**src/rtl/stopwatch_pkg.sv**
```systemverilog
// Shared constants for the stopwatch display path: field limits,
// special segment patterns and the scan-slot ordering.
package stopwatch_pkg;

    localparam logic [6:0] CS_MAX  = 7'd99;
    localparam logic [5:0] SEC_MAX = 6'd59;
    localparam logic [5:0] MIN_MAX = 6'd59;
    localparam logic [4:0] HR_MAX  = 5'd23;

    localparam logic [6:0] SEG_BLANK = 7'h7F;
    localparam logic [6:0] SEG_DASH  = 7'h3F;

    // Scan slot order, rightmost digit first.
    typedef enum logic [2:0] {
        DIG_CS0  = 3'd0,
        DIG_CS1  = 3'd1,
        DIG_SEC0 = 3'd2,
        DIG_SEC1 = 3'd3,
        DIG_MIN0 = 3'd4,
        DIG_MIN1 = 3'd5,
        DIG_HR0  = 3'd6,
        DIG_HR1  = 3'd7
    } digit_e;

endpackage

```
**src/rtl/stopwatch_display_if.sv**
```systemverilog
// Time/control bus from the stopwatch counter to the display stage.
interface stopwatch_display_if;

    logic       running;
    logic       reset_edge;
    logic       lap_edge;
    logic [6:0] centiseconds;
    logic [5:0] seconds;
    logic [5:0] minutes;
    logic [4:0] hours;

    modport master (
        output running, reset_edge, lap_edge,
        output centiseconds, seconds, minutes, hours
    );

    modport slave (
        input running, reset_edge, lap_edge,
        input centiseconds, seconds, minutes, hours
    );

endinterface

```
**src/rtl/seg7_encode.sv**
```systemverilog
// BCD digit to active-low 7-segment pattern {g,f,e,d,c,b,a}; dash overrides.
module seg7_encode
    import stopwatch_pkg::*;
(
    input  logic [3:0] digit,
    input  logic       dash,
    output logic [6:0] pattern
);

    // Pattern lookup; non-decimal codes fall back to blank.
    always_comb begin
        pattern = SEG_BLANK;
        if (dash) begin
            pattern = SEG_DASH;
        end else begin
            case (digit)
                4'd0:    pattern = 7'h40;
                4'd1:    pattern = 7'h79;
                4'd2:    pattern = 7'h24;
                4'd3:    pattern = 7'h30;
                4'd4:    pattern = 7'h19;
                4'd5:    pattern = 7'h12;
                4'd6:    pattern = 7'h02;
                4'd7:    pattern = 7'h78;
                4'd8:    pattern = 7'h00;
                4'd9:    pattern = 7'h10;
                default: pattern = SEG_BLANK;
            endcase
        end
    end

endmodule

```
**src/rtl/stopwatch_display.sv**
```systemverilog
// Multiplexed 8-digit HH.MM.SS.CC display driver with lap hold,
// frame-aligned latching and a blinking separator while stopped.
module stopwatch_display
    import stopwatch_pkg::*;
#(
    parameter int unsigned SCAN_DIV   = 1,
    parameter int unsigned BLINK_HALF = 500
) (
    input  logic                clock,
    input  logic                reset_n,
    input  logic                clock_1ms,
    stopwatch_display_if.slave  time_bus,
    output logic [7:0]          anode,
    output logic [6:0]          segments,
    output logic                dp,
    output logic                hold
);

    localparam int unsigned DIV_W   = (SCAN_DIV > 1) ? $clog2(SCAN_DIV) : 1;
    localparam int unsigned BLINK_W = (BLINK_HALF > 0) ? $clog2(2 * BLINK_HALF) : 1;
    localparam logic [DIV_W-1:0]   DIV_LAST   = DIV_W'(SCAN_DIV - 1);
    localparam logic [BLINK_W-1:0] BLINK_LAST = BLINK_W'(2 * BLINK_HALF - 1);
    localparam logic [BLINK_W-1:0] BLINK_MID  = BLINK_W'(BLINK_HALF);

    logic               clock_1ms_prev;
    logic               tick;
    logic               slot_end;
    logic               frame_wrap;
    logic [DIV_W-1:0]   div;
    logic [2:0]         scan_idx;
    logic [BLINK_W-1:0] blink_cnt;

    logic [6:0] disp_cs;
    logic [5:0] disp_s;
    logic [5:0] disp_m;
    logic [4:0] disp_h;

    logic [6:0] sel_val;
    logic [6:0] sel_max;
    logic       sel_tens;
    logic       separator;
    logic [3:0] digit;
    logic       dash;
    logic [6:0] seg_next;
    logic       dp_next;

    assign tick       = clock_1ms & ~clock_1ms_prev;
    assign slot_end   = tick && (div == DIV_LAST);
    assign frame_wrap = slot_end && (scan_idx == 3'd7);

    // Rising-edge detect of the 1 ms level.
    always_ff @(posedge clock or negedge reset_n) begin
        if (!reset_n) clock_1ms_prev <= 1'b0;
        else          clock_1ms_prev <= clock_1ms;
    end

    // Digit slot timer and scan index.
    always_ff @(posedge clock or negedge reset_n) begin
        if (!reset_n) begin
            div      <= '0;
            scan_idx <= '0;
        end else if (tick) begin
            if (slot_end) begin
                div      <= '0;
                scan_idx <= scan_idx + 3'd1;
            end else begin
                div <= div + DIV_W'(1);
            end
        end
    end

    // Free-running separator blink counter.
    always_ff @(posedge clock or negedge reset_n) begin
        if (!reset_n)       blink_cnt <= '0;
        else if (tick) begin
            if (blink_cnt == BLINK_LAST) blink_cnt <= '0;
            else                         blink_cnt <= blink_cnt + BLINK_W'(1);
        end
    end

    // Lap hold and display latches; clear beats lap, lap-on snapshots
    // immediately, lap-off waits for the next frame wrap to reload.
    always_ff @(posedge clock or negedge reset_n) begin
        if (!reset_n) begin
            hold    <= 1'b0;
            disp_cs <= '0;
            disp_s  <= '0;
            disp_m  <= '0;
            disp_h  <= '0;
        end else if (time_bus.reset_edge) begin
            hold    <= 1'b0;
            disp_cs <= '0;
            disp_s  <= '0;
            disp_m  <= '0;
            disp_h  <= '0;
        end else if (time_bus.lap_edge && !hold) begin
            hold    <= 1'b1;
            disp_cs <= time_bus.centiseconds;
            disp_s  <= time_bus.seconds;
            disp_m  <= time_bus.minutes;
            disp_h  <= time_bus.hours;
        end else if (time_bus.lap_edge) begin
            hold <= 1'b0;
        end else if (!hold && frame_wrap) begin
            disp_cs <= time_bus.centiseconds;
            disp_s  <= time_bus.seconds;
            disp_m  <= time_bus.minutes;
            disp_h  <= time_bus.hours;
        end
    end

    // Select the field for the current slot and split into tens/units.
    always_comb begin
        sel_val   = disp_cs;
        sel_max   = CS_MAX;
        sel_tens  = 1'b0;
        separator = 1'b0;
        case (digit_e'(scan_idx))
            DIG_CS0:  begin sel_val = disp_cs;         sel_max = CS_MAX; end
            DIG_CS1:  begin sel_val = disp_cs;         sel_max = CS_MAX;         sel_tens = 1'b1; end
            DIG_SEC0: begin sel_val = {1'b0, disp_s};  sel_max = {1'b0, SEC_MAX}; separator = 1'b1; end
            DIG_SEC1: begin sel_val = {1'b0, disp_s};  sel_max = {1'b0, SEC_MAX}; sel_tens = 1'b1; end
            DIG_MIN0: begin sel_val = {1'b0, disp_m};  sel_max = {1'b0, MIN_MAX}; separator = 1'b1; end
            DIG_MIN1: begin sel_val = {1'b0, disp_m};  sel_max = {1'b0, MIN_MAX}; sel_tens = 1'b1; end
            DIG_HR0:  begin sel_val = {2'b0, disp_h};  sel_max = {2'b0, HR_MAX};  separator = 1'b1; end
            DIG_HR1:  begin sel_val = {2'b0, disp_h};  sel_max = {2'b0, HR_MAX};  sel_tens = 1'b1; end
            default:  begin sel_val = disp_cs;         sel_max = CS_MAX; end
        endcase
        dash    = sel_val > sel_max;
        digit   = sel_tens ? 4'(sel_val / 7'd10) : 4'(sel_val % 7'd10);
        dp_next = ~(separator && (time_bus.running || (blink_cnt < BLINK_MID)));
    end

    seg7_encode u_seg7_encode (
        .digit   (digit),
        .dash    (dash),
        .pattern (seg_next)
    );

    // Registered, active-low display outputs.
    always_ff @(posedge clock or negedge reset_n) begin
        if (!reset_n) begin
            anode    <= '1;
            segments <= SEG_BLANK;
            dp       <= 1'b1;
        end else begin
            anode    <= ~(8'b1 << scan_idx);
            segments <= seg_next;
            dp       <= dp_next;
        end
    end

endmodule

```
**src/flat_wrapper.sv**
```systemverilog
// flat-port wrapper written by rule: the top's interface ports become plain ports
module stopwatch_display_flat import stopwatch_pkg::*;
#(
    parameter int unsigned SCAN_DIV   = 1,
    parameter int unsigned BLINK_HALF = 500
)
  (clock, reset_n, clock_1ms, anode, segments, dp, hold, time_bus_running, time_bus_reset_edge, time_bus_lap_edge, time_bus_centiseconds, time_bus_seconds, time_bus_minutes, time_bus_hours);
  stopwatch_display_if time_bus_i ();
  input  logic clock;
  input  logic reset_n;
  input  logic clock_1ms;
  output logic [7:0] anode;
  output logic [6:0] segments;
  output logic dp;
  output logic hold;
  input wire logic [$bits(time_bus_i.running)-1:0] time_bus_running;
  input wire logic [$bits(time_bus_i.reset_edge)-1:0] time_bus_reset_edge;
  input wire logic [$bits(time_bus_i.lap_edge)-1:0] time_bus_lap_edge;
  input wire logic [$bits(time_bus_i.centiseconds)-1:0] time_bus_centiseconds;
  input wire logic [$bits(time_bus_i.seconds)-1:0] time_bus_seconds;
  input wire logic [$bits(time_bus_i.minutes)-1:0] time_bus_minutes;
  input wire logic [$bits(time_bus_i.hours)-1:0] time_bus_hours;
  assign time_bus_i.running = time_bus_running;
  assign time_bus_i.reset_edge = time_bus_reset_edge;
  assign time_bus_i.lap_edge = time_bus_lap_edge;
  assign time_bus_i.centiseconds = time_bus_centiseconds;
  assign time_bus_i.seconds = time_bus_seconds;
  assign time_bus_i.minutes = time_bus_minutes;
  assign time_bus_i.hours = time_bus_hours;
  stopwatch_display #(.SCAN_DIV(SCAN_DIV), .BLINK_HALF(BLINK_HALF)) u_core (.clock(clock), .reset_n(reset_n), .clock_1ms(clock_1ms), .time_bus(time_bus_i), .anode(anode), .segments(segments), .dp(dp), .hold(hold));
endmodule
```
**config.mk**
```make
export PLATFORM = sky130hd
export DESIGN_NAME = stopwatch_display_flat
export DESIGN_NICKNAME = d
export VERILOG_FILES = /design/src/rtl/stopwatch_pkg.sv /design/src/rtl/stopwatch_display_if.sv /design/src/rtl/seg7_encode.sv /design/src/rtl/stopwatch_display.sv /design/src/flat_wrapper.sv
export SDC_FILE = /design/constraint.sdc
export NUM_CORES = 1
export LEC_CHECK = 0
export ABC_AREA = 1
export BUFFER_PORTS_ARGS = -buffer_cell sky130_fd_sc_hd__buf_2
export CAP_MARGIN = 25
export CORE_ASPECT_RATIO = 0.6
export CORE_MARGIN = 2
export CORE_UTILIZATION = 31
export DETAILED_ROUTE_END_ITERATION = 8
export MAX_ROUTING_LAYER = met4
export PLACE_DENSITY = 0.59
export SYNTH_ARGS = -nofsm -noshare
export SYNTH_HDL_FRONTEND = slang
export SYNTH_SLANG_ARGS = --single-unit
```
**constraint.sdc**
```tcl
create_clock -name clock -period 7.6 [get_ports clock]
set_clock_uncertainty 0.2 [all_clocks]
set_input_delay 1.52 -clock clock [delete_from_list [all_inputs] [get_ports clock]]
set_output_delay 1.52 -clock clock [all_outputs]
set_load 0.005 [all_outputs]
```
==> run_results.csv, run 1 <==
group,metric,value,unit
drt,wl_per_cell,12.6,microns
sta,rsz0062_at_grt,"no",
synth,muxShareOfSynthArea,0.652,%
global_route,grt_pass1_wl,13400,microns
run,maxCapViolCount,0,
sta,maxSlewViolCount,0,
clocking,numCtsBuffers,5,
sta,tns,0,ns
drt,drc_errors,0,
drt,drt-initial-drc-count,180,
worst_hold_path,holdCritPathClass,"reg2reg",
place,io_buffers,46,
die,dieArea,12000,sq um
die,initial_utilization,32.3,%
sta,worst_pin_slew,0.775,ns
clocking,cts_setup_buffers,0,
synth,synth_top_family_by_area,"simple AND/OR/NAND/NOR gates",
drt,vias_per_cell,4.67,
clocking,path_clk_slew,0.07,ns
clocking,cts_root_buffer,"clkbuf_16",
synth,synthSimpleGateAreaFrac,34.4,%
sta,final.min_clock_period,5.45,ns
die,fp.dieH,85.8,microns
synth,syn_area,3460,sq um
critical_path,arrival,5.47,ns
clocking,cts_max_level,2,
final_layout,area_delta_synth_final,15.0,%
die,fp.coreArea,10700,sq um
critical_path,cp_common_cell,"ha_1",
drt,firstDrtPassIters,4,
global_route,antenna_found_initial,0,
clocking,clock_latency,0.29,ns
sta,worst_hold_slack,0.297,ns
synth,syn_inst,431,
global_route,grt_max_degree,57,
synth,ys.warnings.count,0,
sta,setup_violations,0,
drt,drt_wl_total,7780,microns
synth,synth_xor_xnor_area_share,0.760,%
critical_path,crit_path_end_kind,"flop",
clocking,cts_tree,"yes",
synth,synth-compound-area-share,7.82,%
critical_path,critPathMaxStageDelay,0.43,ns
synth,yosysTopAreaCell,"dfrtp_1",
sta,fmax,0.183,GHz
place,place_congestion,0.835,
run_status,outcome,"complete, no violations",
synth,synth_fp_nets,483,
critical_path,critPathMaxFanout,13,
final_layout,drive_above_1_share,23.6,%
synth,ys_top_cells_by_area,"dfrtp_1 29%, dfstp_2 12%, nand2_1 12%, nand3_1 10%, ha_1 8.0%",
clocking,cts_hold_buffers,0,
sta,hold_viol,0,
synth,synth.top_cell.area_share,29.0,%
die,die_w,140,microns
clocking,cts_resized,0,
critical_path,path_class,"reg2reg",
global_route,track_usage,14.1,%
critical_path,crit_slowest_cell,"dfrtp_1",
place,place_inst,609,
clocking,cts.path.max_buffers,2,
sta,finalCritPeriodShare,71.7,%
drt,ant_nets,0,
final_layout,fin_cells,617,
critical_path,setup.worst_path.start_class,"flop",
critical_path,cp.required,7.62,ns
global_route,grt_pass1_vias,2726,
synth,avgSynthCellArea,8.02,sq um
final_layout,nNetsFinal,529,
place,dp_hpwl,6080,microns
clocking,clkSinkCount,56,
synth,ys_seq_area_share,41.1,%
sta,maxSlewHeadroom,48.2,%
die,ios,47,
synth,synthAdderAreaFrac,7.97,%
final_layout,fillCellCount,1111,
global_route,grt-ovfl-total,0,
synth,ys_seq_elements,56,
die,rows,29,
final_layout,diodes,0,
drt,num_vias,2880,
synth,yosys.cell_types.count,39,
==> layout by cell type, fill, tap and decap left out, types with 3 or more instances in the layout <==
| master | instances |
|---|---|
| ha_1 | 22 |
| inv_2 | 5 |
| nand3_2 | 4 |
| dfrtp_1 | 40 |
| buf_4 | 3 |
| o21ai_0 | 12 |
| o21ai_2 | 3 |
| clkbuf_16 | 5 |
| dfstp_2 | 16 |
| nand2_2 | 14 |
| nand3_1 | 71 |
| buf_2 | 46 |
| nor3_1 | 4 |
| a21oi_1 | 11 |
| nand2_1 | 108 |
| nor2_1 | 22 |
| nand2_4 | 6 |
| inv_1 | 49 |
| nand4_1 | 6 |
==> kinds of logic (layout without fill, tap and decap cells) <==
kind of cell	Yosys count	in the layout
flip-flops	56	56
buffers and inverters	65	112
XOR/XNOR	3	3
AND/OR/NAND/NOR	244	244
adder cells (fa/ha/maj)	22	22
multiplexers	1	1
AO/OA/AOI/OAI	40	40
==> flip-flops by register name (all words and copies together) (netlist names) <==
name,flops
u_core.hold,1
u_core.disp_h,5
u_core.anode,8
u_core.disp_s,6
u_core.clock_1ms_prev,1
u_core.segments,7
u_core.scan_idx,3
u_core.blink_cnt,10
u_core.disp_cs,7
u_core.div,1
u_core.dp,1
u_core.disp_m,6
==> metrics by stage <==
| stage | cell area (sq um) | setup WS, ns | util, % |
|---|---|---|---|
| 3_3_place_gp | 3840 | 2.58 | 35.9 |
| 5_1_grt | 3980 | 1.73 | 37.1 |
| 6_report | 3980 | 2.15 | 37.1 |
| 3_5_place_dp | 3840 | 2.22 | 35.9 |
| 2_1_floorplan | 3460 | 2.93 | - |
| 4_1_cts | 3980 | 2.18 | 37.1 |
==> final timing paths <==
path,start,to,slack [ns],depth (start not counted)
worst max-delay path,u_core.scan_idx[0],u_core.segments[3],2.15,35
worst min-delay path,u_core.div,u_core.div,0.30,2
worst max register to register,u_core.scan_idx[0],u_core.segments[3],2.15,35
worst min register to register,u_core.div,u_core.div,0.30,2
max in group asynchronous,reset_n,u_core.disp_m[5],5.59,2
min in group asynchronous,reset_n,u_core.disp_s[2],1.15,2
==> synthesized netlist by cell type, drive strengths merged <==
cell,number
dfrtp,40
nor2,24
nor4,1
o211ai,2
o21a,2
inv,54
nand2,128
dfstp,16
a21oi,13
a221oi,1
nand3b,1
xor2,2
or2,1
o21ai,17
o211a,1
a41oi,2
nor3,4
nand4,7
o21bai,2
mux2i,1
xnor2,1
clkinv,1
clkbuf,9
nand3,77
buf,1
nor3b,1
ha,22
==> critical path: cells and delay by family, from the launching register on <==
kind | cells | cell delay, ns
and+or+nand+nor | 19 | 1.97
buffers and inverters | 6 | 0.55
AOI/OAI and AO/OA | 4 | 0.88
DFF | 1 | 0.43
adders and majority gates | 6 | 1.34
==> layout make-up <==
| type | instances | area (sq um) | share of cell area (%) |
|---|---|---|---|
| clock buffers | 7 | 133 | 3.34 |
| clock inverters | 1 | 5.00 | 0.126 |
| inverters | 55 | 206 | 5.19 |
| multi-input cells | 310 | 1780 | 44.9 |
| flip-flops and latches | 56 | 1420 | 35.8 |
| well taps | 139 | 174 | 4.38 |
| repair buffers | 49 | 253 | 6.36 |
==> layer usage <==
layer,vias up,GRT usage (%),share of wire [%]
met5,-,-,0
met4,0,1.65,0.35
met3,5,3.63,4.7
met2,56,18.1,37
met1,1325,22.3,58
li1,1494,-,-
Power of run 1 is not shown: default switching activity piles up to over one toggle a cycle in this logic, so the estimate is an artifact.
==> inputs of run 2 (changes only) <==
- ABC_AREA: 1 -> 0
- clock period: 7.6 -> 5.35 ns (I/O delays scaled with it)
==> run 2 against run 1 <==
  * Fmax up 0.70%
  * Critical path depth down 6
  * Sequential share of layout area fell by 6.7 points
  * Die area rose by 0.66%
  * Flip-flop and latch count stayed put
  * Register-to-register slack lost 2.2 ns
  * Global-route usage rose by 3.0 points
  * Non-clock buffer count rose by 76
  * Via count rose by 12%
  * Synthesized cell count decreased by 11%
  * The run now ends with setup timing left
  * Final cell count is 3.7% higher
  * Synthesized area rose by 0.69%
==> run_results.csv, run 2 <==
group,metric,value,unit
run_status,outcome,"finished, violations left",
run_status,violations,"setup timing",
global_route,grt_pass1_vias,3167,
die,rows,29,
synth,synth_fp_nets,435,
global_route,grtUsageMet2,24.3,%
critical_path,crit_slowest_cell,"dfrtp_2",
synth,yosysTopAreaCell,"dfrtp_1",
die,fp.coreArea,10700,sq um
synth,synth_edf_count,0,
drt,vias_per_cell,5.03,
final_layout,final_common_cell,"buf_4",
critical_path,arrival,5.44,ns
sta,worst_slack,-0.0623,ns
place,pre_cts_ws,-0.283,ns
synth,yosys.cell_types.count,65,
final_layout,area_delta_synth_final,40.5,%
die,ios,47,
run,maxCapViolCount,0,
sta,rsz0062_at_grt,"yes",
critical_path,critical-path-top-delay-family,"compound AO/OA/AOI/OAI gates",
clocking,clock_latency,0.30,ns
sta,fmax,0.185,GHz
clocking,cts_tree,"yes",
place,place_congestion,0.939,
sta,finalCritPeriodShare,101,%
sta,final.min_clock_period,5.41,ns
drt,firstDrtPassIters,5,
synth,ys_seq_elements,56,
drt,num_vias,3216,
final_layout,drive_above_1_share,43.3,%
die,fp.dieH,86.1,microns
critical_path,cp.required,5.37,ns
synth,synth.top_cell.area_share,28.8,%
synth,synth_common_cells,"73 x nand2_1, 40 x dfrtp_1, 39 x a21oi_1, 22 x ha_1, 22 x nor2_1",
place,io_buffers,46,
global_route,grt_max_degree,57,
clocking,numCtsBuffers,5,
clocking,path_clk_slew,0.08,ns
place,place_inst,615,
sta,maxSlewHeadroom,35.2,%
sta,maxSlewViolCount,0,
final_layout,largest_reg_flops,10,
die,dieArea,12100,sq um
synth,syn_area,3480,sq um
drt,drt-initial-drc-count,191,
clocking,cts.path.max_buffers,2,
global_route,grt-ovfl-total,0,
place,dp_hpwl,7010,microns
synth,synth-main-ff-cell,"dfrtp_1",
global_route,track_usage,17.2,%
clocking,clkSinkCount,56,
critical_path,crit_path_end_kind,"flop",
synth,ys_seq_area_share,40.8,%
critical_path,critPathMaxStageDelay,0.45,ns
sta,setup_violations,7,
synth,yosys.cell_count.top_type,"nand2_1",
global_route,grt_pass1_wl,16100,microns
drt,drc_errors,0,
final_layout,largestRegisters,"u_core.blink_cnt x10, u_core.anode x8",
global_route,antenna_found_initial,0,
synth,synthArstFlopShare,100,%
final_layout,fin_cells,640,
sta,hold_viol,0,
synth,syn_inst,383,
sta,tns,-0.218,ns
global_route,busiest_layer,"met1",
critical_path,path_class,"reg2reg",
sta,worst_hold_slack,0.289,ns
final_layout,diodes,0,
final_layout,mostFrequentLayoutCells,"74 x buf_4, 69 x nand2_1, 47 x buf_2",
critical_path,setup.worst_path.start_class,"flop",
drt,wl_per_cell,15.1,microns
critical_path,path_buf_inv,7,
clocking,cts_root_buffer,"clkbuf_16",
sta,worst_pin_slew,0.967,ns
die,die_w,141,microns
clocking,cts_hold_buffers,0,
drt,ant_nets,0,
die,initial_utilization,32.4,%
critical_path,critPathMaxFanout,5,
synth,ys.warnings.count,0,
worst_hold_path,holdCritPathClass,"reg2reg",
global_route,grt_use_met1,25.7,%
global_route,grt_use_met3,3.35,%
drt,drt_wl_total,9700,microns
clocking,cts_max_level,2,
final_layout,nNetsFinal,552,
synth,ys_top_cells_by_area,"dfrtp_1 29%, dfstp_2 12%, ha_1 7.9%, nand2_1 7.9%, a21oi_1 5.6%",
final_layout,top_register,"u_core.blink_cnt",
synth,avgSynthCellArea,9.09,sq um
[run 2: changes by cell type in the layout (fill, tap and decap cells not counted), sizes merged, moves of 5 or more]
cell   delta
a21oi    +27
a22oi     +9
a31oi     +5
buf      +76
inv      -30
mux2i     +5
nand2    -53
nand3    -69
nand4     -5
nor2b     +5
nor3     +10
or3       +5
xnor2     +5
[run 2: final cells by class]
type                       count  area (sq um)
inverter                      23          88.8
fill                        1027          5850
tap                          139           174
multi-input combinational    289          2200
clock inverter                 2          13.8
clock buffer                   6           139
sequential                    56          1420
timing repair buffer         125           853
[run 2: what timing repair did]
item / 4_1_cts / 5_1_grt
cloned: 1 / 0
endpoints found under the setup margin: 7 / 7
buffers inserted: 10 / 6
gates resized for setup: 23 / 11
pin swaps: 18 / 12
endpoints found under the hold margin: 0 / 0
[run 2: worst register-to-register path: cells and delay by family, from the launching register on]
family / cells / cell delay, ns
adders and majority gates: 4 / 0.69
and+or+nand+nor: 5 / 0.61
muxes: 2 / 0.44
DFF: 1 / 0.45
buffers and inverters: 7 / 0.98
AOI/OAI and AO/OA: 11 / 1.96
[run 2: cells by family (layout without fill, tap and decap cells)]
family | count (synthesis) | count (layout) | synth area share (%)
compound gates | 103 | 103 | 21.4
xor+xnor | 10 | 10 | 2.52
fa+ha+maj | 22 | 22 | 7.91
buf+inv | 38 | 156 | 4.78
flops | 56 | 56 | 40.8
mux | 8 | 8 | 2.59
simple gates | 146 | 146 | 19.9
[run 2: layer usage]
layer | vias up | share of wire (%)
li1 | 1567 | -
met1 | 1542 | 53
met2 | 98 | 41
met3 | 9 | 5.6
met4 | 0 | 0.80
met5 | - | 0
[run 2: path summary, 6_finish.rpt]
path	end	depth (start not counted)	slack, ns	startpoint
max	u_core.segments[0]	29	-0.06	u_core.scan_idx[0]
min	u_core.blink_cnt[7]	1	0.29	u_core.blink_cnt[7]
max reg2reg	u_core.segments[0]	29	-0.06	u_core.scan_idx[0]
min reg2reg	u_core.blink_cnt[7]	1	0.29	u_core.blink_cnt[7]
max in group asynchronous	u_core.scan_idx[0]	2	3.73	reset_n
min in group asynchronous	u_core.disp_m[1]	2	0.71	reset_n
[run 2: metrics by stage]
step           utilization, %  area [sq um]
2_1_floorplan               -          3630
3_3_place_gp             41.2          4430
3_5_place_dp             41.2          4430
4_1_cts                  44.6          4790
5_1_grt                  45.5          4890
6_report                 45.5          4890
Power of run 2 is left out for the same reason.
